<file path="config.mk">
export PLATFORM = sky130hd
export DESIGN_NAME = channel_monitor_arbiter_flat
export DESIGN_NICKNAME = d
export VERILOG_FILES = /design/src/rtl/channel_monitor_arbiter_if.sv /design/src/rtl/channel_monitor_arbiter.sv /design/src/flat_wrapper.sv
export SDC_FILE = /design/constraint.sdc
export NUM_CORES = 1
export LEC_CHECK = 0
export ABC_AREA = 0
export ABC_CLOCK_PERIOD_IN_PS = 4550
export CORE_UTILIZATION = 42
export DETAILED_ROUTE_END_ITERATION = 16
export PLACE_DENSITY = 0.95
export SLEW_MARGIN = 10
export SYNTH_ARGS = -nofsm -noshare
export SYNTH_HDL_FRONTEND = slang
export SYNTH_SLANG_ARGS = --single-unit
</file>
<file path="constraint.sdc">
create_clock -name clk -period 4.55 [get_ports clk]
set_input_delay 0.6825 -clock clk [delete_from_list [all_inputs] [get_ports clk]]
set_output_delay 0.6825 -clock clk [all_outputs]
set_load 0.005 [all_outputs]
</file>
<file path="src/rtl/channel_monitor_arbiter_if.sv">
// Bus bundle for channel_monitor_arbiter: N ready-valid input channels plus one tagged monitor output.
// The master modport is the arbiter side; slave is the sources/monitor sink side.
interface channel_monitor_arbiter_if #(
    parameter int unsigned NUM_INPUTS = 4,
    parameter int unsigned DATA_WIDTH = 8,
    parameter int unsigned IDX_WIDTH  = 2
);
    localparam int unsigned IN_DATA_WIDTH = NUM_INPUTS * DATA_WIDTH;
    localparam int unsigned OUT_WIDTH     = IDX_WIDTH + DATA_WIDTH;

    logic [NUM_INPUTS-1:0]    in_valid;
    logic [IN_DATA_WIDTH-1:0] in_data;
    logic [NUM_INPUTS-1:0]    in_ready;
    logic                     out_valid;
    logic [OUT_WIDTH-1:0]     out_data;
    logic                     out_ready;
    logic                     busy;

    modport master (
        input  in_valid,
        input  in_data,
        input  out_ready,
        output in_ready,
        output out_valid,
        output out_data,
        output busy
    );

    modport slave (
        output in_valid,
        output in_data,
        output out_ready,
        input  in_ready,
        input  out_valid,
        input  out_data,
        input  busy
    );
endinterface

</file>
<file path="src/rtl/channel_monitor_arbiter.sv">
// Round-robin merge of N ready-valid channels into one registered, source-tagged monitor channel.
// Optional saturating stall counter enabled by CHANNEL_MONITOR_ARBITER_STALL_COUNT_EN.
module channel_monitor_arbiter #(
    parameter int unsigned NUM_INPUTS = 4,
    parameter int unsigned DATA_WIDTH = 8,
    parameter int unsigned IDX_WIDTH  = 2
) (
    input  logic                          clk,
    input  logic                          rst_n,
    channel_monitor_arbiter_if.master     bus
`ifdef CHANNEL_MONITOR_ARBITER_STALL_COUNT_EN
    ,
    output logic [15:0]                   stall_count
`endif
);
    localparam int unsigned OUT_WIDTH = IDX_WIDTH + DATA_WIDTH;
    localparam int unsigned SUM_WIDTH = IDX_WIDTH + 1;

    // Elaboration-time parameter legality
    generate
        if (NUM_INPUTS < 2 || NUM_INPUTS > 8) begin : g_bad_num_inputs
            $error("channel_monitor_arbiter: NUM_INPUTS must be in 2..8");
        end
        if (IDX_WIDTH != $clog2(NUM_INPUTS)) begin : g_bad_idx_width
            $error("channel_monitor_arbiter: IDX_WIDTH must equal ceil(log2(NUM_INPUTS))");
        end
    endgenerate

    logic                  out_valid_q, out_valid_d;
    logic [OUT_WIDTH-1:0]  out_data_q,  out_data_d;
    logic [IDX_WIDTH-1:0]  rr_ptr_q,    rr_ptr_d;

    logic                  load_en;
    logic                  grant_found;
    logic [IDX_WIDTH-1:0]  grant_idx;
    logic [SUM_WIDTH-1:0]  cand_sum;
    logic [NUM_INPUTS-1:0] grant_onehot;
    logic [DATA_WIDTH-1:0] grant_payload;

    assign load_en = !out_valid_q || bus.out_ready;

    // First valid input at or after rr_ptr, wrapping modulo NUM_INPUTS
    always_comb begin
        grant_found = 1'b0;
        grant_idx   = '0;
        cand_sum    = '0;
        for (int k = 0; k < NUM_INPUTS; k++) begin
            cand_sum = {1'b0, rr_ptr_q} + SUM_WIDTH'(k);
            if (cand_sum >= SUM_WIDTH'(NUM_INPUTS)) begin
                cand_sum = cand_sum - SUM_WIDTH'(NUM_INPUTS);
            end
            if (!grant_found && bus.in_valid[cand_sum[IDX_WIDTH-1:0]]) begin
                grant_found = 1'b1;
                grant_idx   = cand_sum[IDX_WIDTH-1:0];
            end
        end
    end

    always_comb begin
        grant_payload = '0;
        for (int i = 0; i < NUM_INPUTS; i++) begin
            if (grant_idx == IDX_WIDTH'(i)) begin
                grant_payload = bus.in_data[i*DATA_WIDTH +: DATA_WIDTH];
            end
        end
    end

    assign grant_onehot = grant_found ? (NUM_INPUTS'(1) << grant_idx) : '0;

    // Ready only while out of reset and the output stage can take a word
    assign bus.in_ready  = (rst_n && load_en) ? grant_onehot : '0;
    assign bus.out_valid = out_valid_q;
    assign bus.out_data  = out_data_q;
    assign bus.busy      = out_valid_q || (|bus.in_valid);

    // Output stage next state; drain and reload share one edge
    always_comb begin
        out_valid_d = out_valid_q;
        out_data_d  = out_data_q;
        rr_ptr_d    = rr_ptr_q;
        if (load_en) begin
            if (grant_found) begin
                out_valid_d = 1'b1;
                out_data_d  = {grant_idx, grant_payload};
                rr_ptr_d    = (grant_idx == IDX_WIDTH'(NUM_INPUTS - 1))
                            ? '0 : grant_idx + IDX_WIDTH'(1);
            end else begin
                out_valid_d = 1'b0;
            end
        end
    end

    always_ff @(posedge clk or negedge rst_n) begin
        if (!rst_n) begin
            out_valid_q <= 1'b0;
            out_data_q  <= '0;
            rr_ptr_q    <= '0;
        end else begin
            out_valid_q <= out_valid_d;
            out_data_q  <= out_data_d;
            rr_ptr_q    <= rr_ptr_d;
        end
    end

`ifdef CHANNEL_MONITOR_ARBITER_STALL_COUNT_EN
    logic [15:0] stall_count_d;

    // Saturating count of cycles the monitor sink holds off a valid word
    always_comb begin
        stall_count_d = stall_count;
        if (out_valid_q && !bus.out_ready && stall_count != 16'hFFFF) begin
            stall_count_d = stall_count + 16'd1;
        end
    end

    always_ff @(posedge clk or negedge rst_n) begin
        if (!rst_n) begin
            stall_count <= 16'd0;
        end else begin
            stall_count <= stall_count_d;
        end
    end
`endif

endmodule

</file>
<file path="src/flat_wrapper.sv">
// flat-port wrapper written by rule: the top's interface ports become plain ports
module channel_monitor_arbiter_flat 
#(
    parameter int unsigned NUM_INPUTS = 4,
    parameter int unsigned DATA_WIDTH = 8,
    parameter int unsigned IDX_WIDTH  = 2
)
  (clk, rst_n, bus_in_valid, bus_in_data, bus_out_ready, bus_in_ready, bus_out_valid, bus_out_data, bus_busy);
  channel_monitor_arbiter_if #(.NUM_INPUTS(NUM_INPUTS), .DATA_WIDTH(DATA_WIDTH), .IDX_WIDTH(IDX_WIDTH)) bus_i ();
  input  logic clk;
  input  logic rst_n;
  input wire logic [$bits(bus_i.in_valid)-1:0] bus_in_valid;
  input wire logic [$bits(bus_i.in_data)-1:0] bus_in_data;
  input wire logic [$bits(bus_i.out_ready)-1:0] bus_out_ready;
  output wire logic [$bits(bus_i.in_ready)-1:0] bus_in_ready;
  output wire logic [$bits(bus_i.out_valid)-1:0] bus_out_valid;
  output wire logic [$bits(bus_i.out_data)-1:0] bus_out_data;
  output wire logic [$bits(bus_i.busy)-1:0] bus_busy;
  assign bus_i.in_valid = bus_in_valid;
  assign bus_i.in_data = bus_in_data;
  assign bus_i.out_ready = bus_out_ready;
  assign bus_in_ready = bus_i.in_ready;
  assign bus_out_valid = bus_i.out_valid;
  assign bus_out_data = bus_i.out_data;
  assign bus_busy = bus_i.busy;
  channel_monitor_arbiter #(.NUM_INPUTS(NUM_INPUTS), .DATA_WIDTH(DATA_WIDTH), .IDX_WIDTH(IDX_WIDTH)) u_core (.clk(clk), .rst_n(rst_n), .bus(bus_i));
endmodule
</file>
== Yosys cells after proc, flatten, opt, wreduce, memory -nomap -nowiden ==
Index checks and enable logic that the tools add are counted.

* Register bits: 13
* Bits in latches: 0
* Bits in writable memories: 0
* Memory bits (read-only): 0
* Input port bits: 39
* Output and inout port bits: 16
* Word-level logic and storage cells: 64
* Memories: 0

* Add/subtract/negate cells: 8
* Multipliers: 0
* Divide/modulo/power cells: 0
* Magnitude comparators: 8
* Eq/ne operators: 3
* Shifts and indexed selects: 1
* Mux-type cells: 28
* Bitwise gates (word level): 0
* Reductions and logical operators: 13

{| class="wikitable"
|+ Operator list
! cell !! number
|-
| $mux 8 || 4
|-
| $mux 2 || 9
|-
| $lt 2x3->1 const B || 4
|-
| $ge 3x3->1 const B || 3
|-
| $mux 1 || 9
|-
| $bmux 1 s2 || 4
|-
| $mux 4 || 2
|-
| $sub 2x1->2 const B || 4
|-
| $add 2x2->3 const B || 2
|-
| $eq 2x2->1 const B || 2
|-
| $logic_and 1x1->1 || 4
|-
| $logic_not 1->1 || 4
|-
| $reduce_or 4->1 || 1
|-
| $shl 1x2->4 const A || 1
|-
| $add 2x1->3 const B || 1
|-
| $ge 2x3->1 const B || 1
|-
| $add 2x1->2 const B || 1
|-
| $eq 2x1->1 const B || 1
|-
| $logic_not 2->1 || 1
|-
| $logic_or 1x1->1 || 2
|-
| $reduce_and 2->1 || 1
|}

== Logic depth before layout (Yosys ltp) ==
* Depth in word-level cells: 19
* Mapped depth: 9
* Depth with buffers taken out: 7

== Least setup slack after synthesis ==
OpenSTA, ideal clock, no wires.

* Path type: input port to output port
* Start: input port bus_in_valid[2]
* End: output port bus_in_ready[3]
* Arrival time: 1.976 ns
* Data required time: 3.868 ns
* Path slack: 1.891 ns
* Stages: 7
* Buffers on the path: 2
* Path through: mux2i_1 > nor2_1 > nor3_1 > ha_1 > clkbuf_1 > clkbuf_1 > and3_1

* Longest elaborated chain between the ends: 15
* Elaborated cells between the ends (all ways): 25

{| class="wikitable"
|+ RTL lines
! item !! line !! source
|-
| from (decl) || flat_wrapper.sv:12 || <nowiki>input wire logic [$bits(bus_i.in_valid)-1:0] bus_in_valid;</nowiki>
|-
| $bmux 1 s2 || channel_monitor_arbiter.sv:52 || <nowiki>if (!grant_found && bus.in_valid[cand_sum[IDX_WIDTH-1:0]]) begin</nowiki>
|-
| $mux 1 (not written as such) || channel_monitor_arbiter.sv:52 ||
|-
| $mux 1 || channel_monitor_arbiter.sv:52 ||
|-
| $logic_not 1->1 || channel_monitor_arbiter.sv:52 ||
|-
| $logic_and 1x1->1 || channel_monitor_arbiter.sv:52 ||
|-
| $mux 1 || channel_monitor_arbiter.sv:52 ||
|-
| $logic_not 1->1 || channel_monitor_arbiter.sv:52 ||
|-
| $logic_and 1x1->1 || channel_monitor_arbiter.sv:52 ||
|-
| $mux 1 || channel_monitor_arbiter.sv:52 ||
|-
| $logic_not 1->1 || channel_monitor_arbiter.sv:52 ||
|-
| $logic_and 1x1->1 || channel_monitor_arbiter.sv:52 ||
|-
| $mux 2 (*) || channel_monitor_arbiter.sv:52 ||
|-
| net u_core.grant_idx[0] || channel_monitor_arbiter.sv:35 || <nowiki>logic [IDX_WIDTH-1:0] grant_idx;</nowiki>
|-
| $shl 1x2->4 (*) || channel_monitor_arbiter.sv:68 || <nowiki>assign grant_onehot = grant_found ? (NUM_INPUTS'(1) << grant_idx) : '0;</nowiki>
|-
| $mux 4 (*) || channel_monitor_arbiter.sv:68 ||
|-
| $mux 4 (*) || channel_monitor_arbiter.sv:71 || <nowiki>assign bus.in_ready = (rst_n && load_en) ? grant_onehot : '0;</nowiki>
|-
| to (decl) || flat_wrapper.sv:15 || <nowiki>output wire logic [$bits(bus_i.in_ready)-1:0] bus_in_ready;</nowiki>
|}

Mark *: on every way through the listed nets, which the timed path passes. The rest lies on a longest branch. The select of a mux whose other input is x is not followed.

== Worst setup path after layout ==
* Start: input port bus_in_valid[2]
* End: output port bus_in_ready[1]

* Longest elaborated chain between the ends: 15
* Elaborated cells between the ends (all ways): 25

{| class="wikitable"
|+ RTL lines
! item !! line
|-
| $bmux 1 s2 || channel_monitor_arbiter.sv:52
|-
| $mux 1 (not written as such) || channel_monitor_arbiter.sv:52
|-
| $mux 1 || channel_monitor_arbiter.sv:52
|-
| $logic_not 1->1 || channel_monitor_arbiter.sv:52
|-
| $logic_and 1x1->1 || channel_monitor_arbiter.sv:52
|-
| $mux 1 || channel_monitor_arbiter.sv:52
|-
| $logic_not 1->1 || channel_monitor_arbiter.sv:52
|-
| $logic_and 1x1->1 || channel_monitor_arbiter.sv:52
|-
| $mux 1 || channel_monitor_arbiter.sv:52
|-
| $logic_not 1->1 || channel_monitor_arbiter.sv:52
|-
| $logic_and 1x1->1 || channel_monitor_arbiter.sv:52
|-
| $mux 2 || channel_monitor_arbiter.sv:52
|-
| $shl 1x2->4 || channel_monitor_arbiter.sv:68
|-
| $mux 4 (*) || channel_monitor_arbiter.sv:68
|-
| $mux 4 (*) || channel_monitor_arbiter.sv:71
|}

Every way passes the cells marked *; elsewhere a longest branch is shown, timed or not. The select of a mux whose other input is x is not followed.

==> metrics.txt <==
outcome finished, final reports clean; Avg Cell Area, Syn approximately 8.7 um2; first-pass GRT wire length approximately 4.8 mm; Port Buf Inserts 54; Max Cap Viol 0; Final min period roughly 3800 ps; GRT Residual Overflow 0; Async SR Flop Fraction between 90% and 100%; drt drc 0; met2 Use GR 45.0%; fin crit share ~84%; layer carrying the most global-route usage met2; Worst EP arrival approximately 3200 ps; Yosys warning total 0; WL/cell approximately 16 um; post-DR vias/cell just under 6; GRT Overall Usage 25.5%; Max Fclk approximately 260 MHz; PwrDens roughly 400 nW/um2; Die ar. between 2000 and 3000 um2; WP buf/inv 2; DP Cell Count 192; M1 GR Usage between 20 and 30%; cell area after layout 1590 um2; post-synthesis cell count between 100 and 150; Slew @ Worst Pin just under 700 ps; vias between 1000 and 1500; final antenna-violating net count 0; Longest Clk Path Bufs 2; # diodes 0; number of flops mapped to enable cells by yosys 0; Worst Hold Margin between 500 and 600 ps; Clk pin slew, worst setup/hold paths approximately 80 ps; Detailed Place HPWL around 2.5 mm; Num CTS Buffers 3; Post-Syn Area about 1000 um2; final net count ~210; cell family with the largest share of critical-path delay buffers and inverters; Cell variety after synth 32; # rows 17; initial antenna violation count 0; DP Area between 1500 and 2000 um2; crit start category input port; Seq cells post-synth 13; drt first-iter violations 38; Rel. slew slack a little over half; largest net degree at the start of global routing 18; Die Height a little over 50 um; Hold Crit Class reg -> reg; area added between synthesis and finish 55.1%; CORE AREA between 2000 and 2500 um2; Pleak roughly 0.64 nW; met3 Usage GRT approximately 2.4%; cts hold-fix bufs 0; drt pass-1 iters 4; Setup Buffers After CTS 0; GP Congestion 0.840; register area share after synthesis 31.8%; share of layout cells above drive strength 1 between 10% and 20%; maximum vdd drop 0.235 mV; RSZ-0062 raised after global routing no; post-CTS sizing 0; Worst path most repeated cell clkdlybuf4s50_1; endpoints failing setup 0; Max stage delay on crit path between 500 and 600 ps; main area contributors after synthesis dfrtp_1 32%, a221o_1 7.8%, a21oi_2 6.9%, nand3b_1 5.9%, a21oi_1 4.9%; crit-path max FO 17; slowest CP cell clkdlybuf4s50_1; setup_tns 0 ps; top cell type's share of synthesized area 31.8%; htree depth 1; fin. max-slew vios 0; CTS root buf clkbuf_4; critical path class in -> out; Finished Layout Cells 196; TritonCTS clock tree built; routed wire length roughly 3.2 mm; Skew-Pair Late Insertion Delay 290 ps; Boundary Pins 55; final hold vios 0; area leader, netlist dfrtp_1; critical path capture point type output port; total clock sinks 13; Critical Path RT 3870 ps; Initial Utilization 45.3%; Chip Width roughly 51 um; Syn Nets between 150 and 200; setup clock skew after layout between 1 and 1.5 ps; top_reg_cell synth dfrtp_1; CP cell instances clkdlybuf4s50_1, nor2b_1, a221oi_1, or2_1, ha_1, and3_1, clkdlybuf4s50_1; vias in the first global route 1079
-- kinds of logic after synthesis --
logic type,count (synthesis),synth area share (%)
AO/OA/AOI/OAI,41,29.6
adder cells (fa/ha/maj),4,4.90
buffers and inverters,19,8.94
flip-flops,13,31.8
multiplexers,2,2.45
AND/OR/NAND/NOR,38,22.3
-- synth_stat cells (all sizes together) (2+ instances only) --
master and instances:
a221o 8, and3 4, o21ai 3, nand2b 3
nor2b 2, inv 10, buf 7, a31oi 8
dfrtp 13, ha 4, nand2 11, a21oi 18
nor2 4, nand3b 8, clkbuf 2
-- layout make-up --
type | instances | area (um2)
timing repair buffer | 56 | 556
fill | 192 | 669
inverter | 10 | 37.5
multi-input combinational | 85 | 606
tap | 28 | 35.0
clock buffer | 4 | 26.3
sequential | 13 | 325
-- layer usage --
layer | wire, um | part of all wire, % | vias to the layer above
met5 | 0 | 0 | -
met4 | 136 | 4.2 | 0
met3 | 162 | 5.1 | 18
met2 | 1650 | 52 | 61
met1 | 1250 | 39 | 537
li1 | - | - | 529
-- tightest hold or removal path, delay by kind of cell (launching register included) --
| family | cells | cell delay (ps) |
|---|---|---|
| DFF | 1 | 350 |
| AOI/OAI and AO/OA | 2 | 160 |
-- power breakdown --
part / switching, mW / internal, mW
Sequential: 0.0345 / 0.157
Clock: 0.0400 / 0.0342
Combinational: 0.161 / 0.201
-- layout by cell type, fill, tap and decap left out, types with 2 or more instances in the layout --
cell             netlist  layout
a21oi_1               10      10
a21oi_2                8       8
nor2_1                 3       3
clkbuf_4               0       3
nand2_1               10      10
a31oi_1                8       8
a221o_1                8       8
o21ai_0                3       3
clkdlybuf4s50_1        0      54
nand2b_1               3       3
dfrtp_1               13      13
buf_4                  0       2
inv_1                 10      10
nand3b_1               8       8
and3_1                 4       4
nor2b_1                2       2
ha_1                   4       4
-- registers in the layout, summed over array words and instances, names as in the netlist --
signal	cells
u_core.bus.out_valid	1
u_core.rr_ptr_q	2
u_core.bus.out_data	10
-- stage by stage --
stage               power [mW]  utilization (%)  setup slack [ps]
floorplan                0.386                -              1890
finish                   0.628             70.3               721
global placement         0.529             69.1               857
CTS                      0.624             70.3               738
global route             0.663             70.3               568
detailed placement       0.550             69.1               751
-- path summary, 6_finish.rpt --
check	startpoint	endpoint	slack (ps)	depth (start not counted)
worst max register to register	u_core.rr_ptr_q[1]	u_core.bus.out_data[5]	2230	7
worst min register to register	u_core.bus.out_data[9]	u_core.bus.out_data[9]	550	2
max in group asynchronous	rst_n	u_core.bus.out_data[1]	3310	1
worst min-delay path	u_core.bus.out_data[9]	u_core.bus.out_data[9]	550	2
min in group asynchronous	rst_n	u_core.bus.out_data[2]	800	1
worst max-delay path	bus_in_valid[2]	bus_in_ready[1]	720	7
No activity file was read; power rests on OpenSTA's default activity.
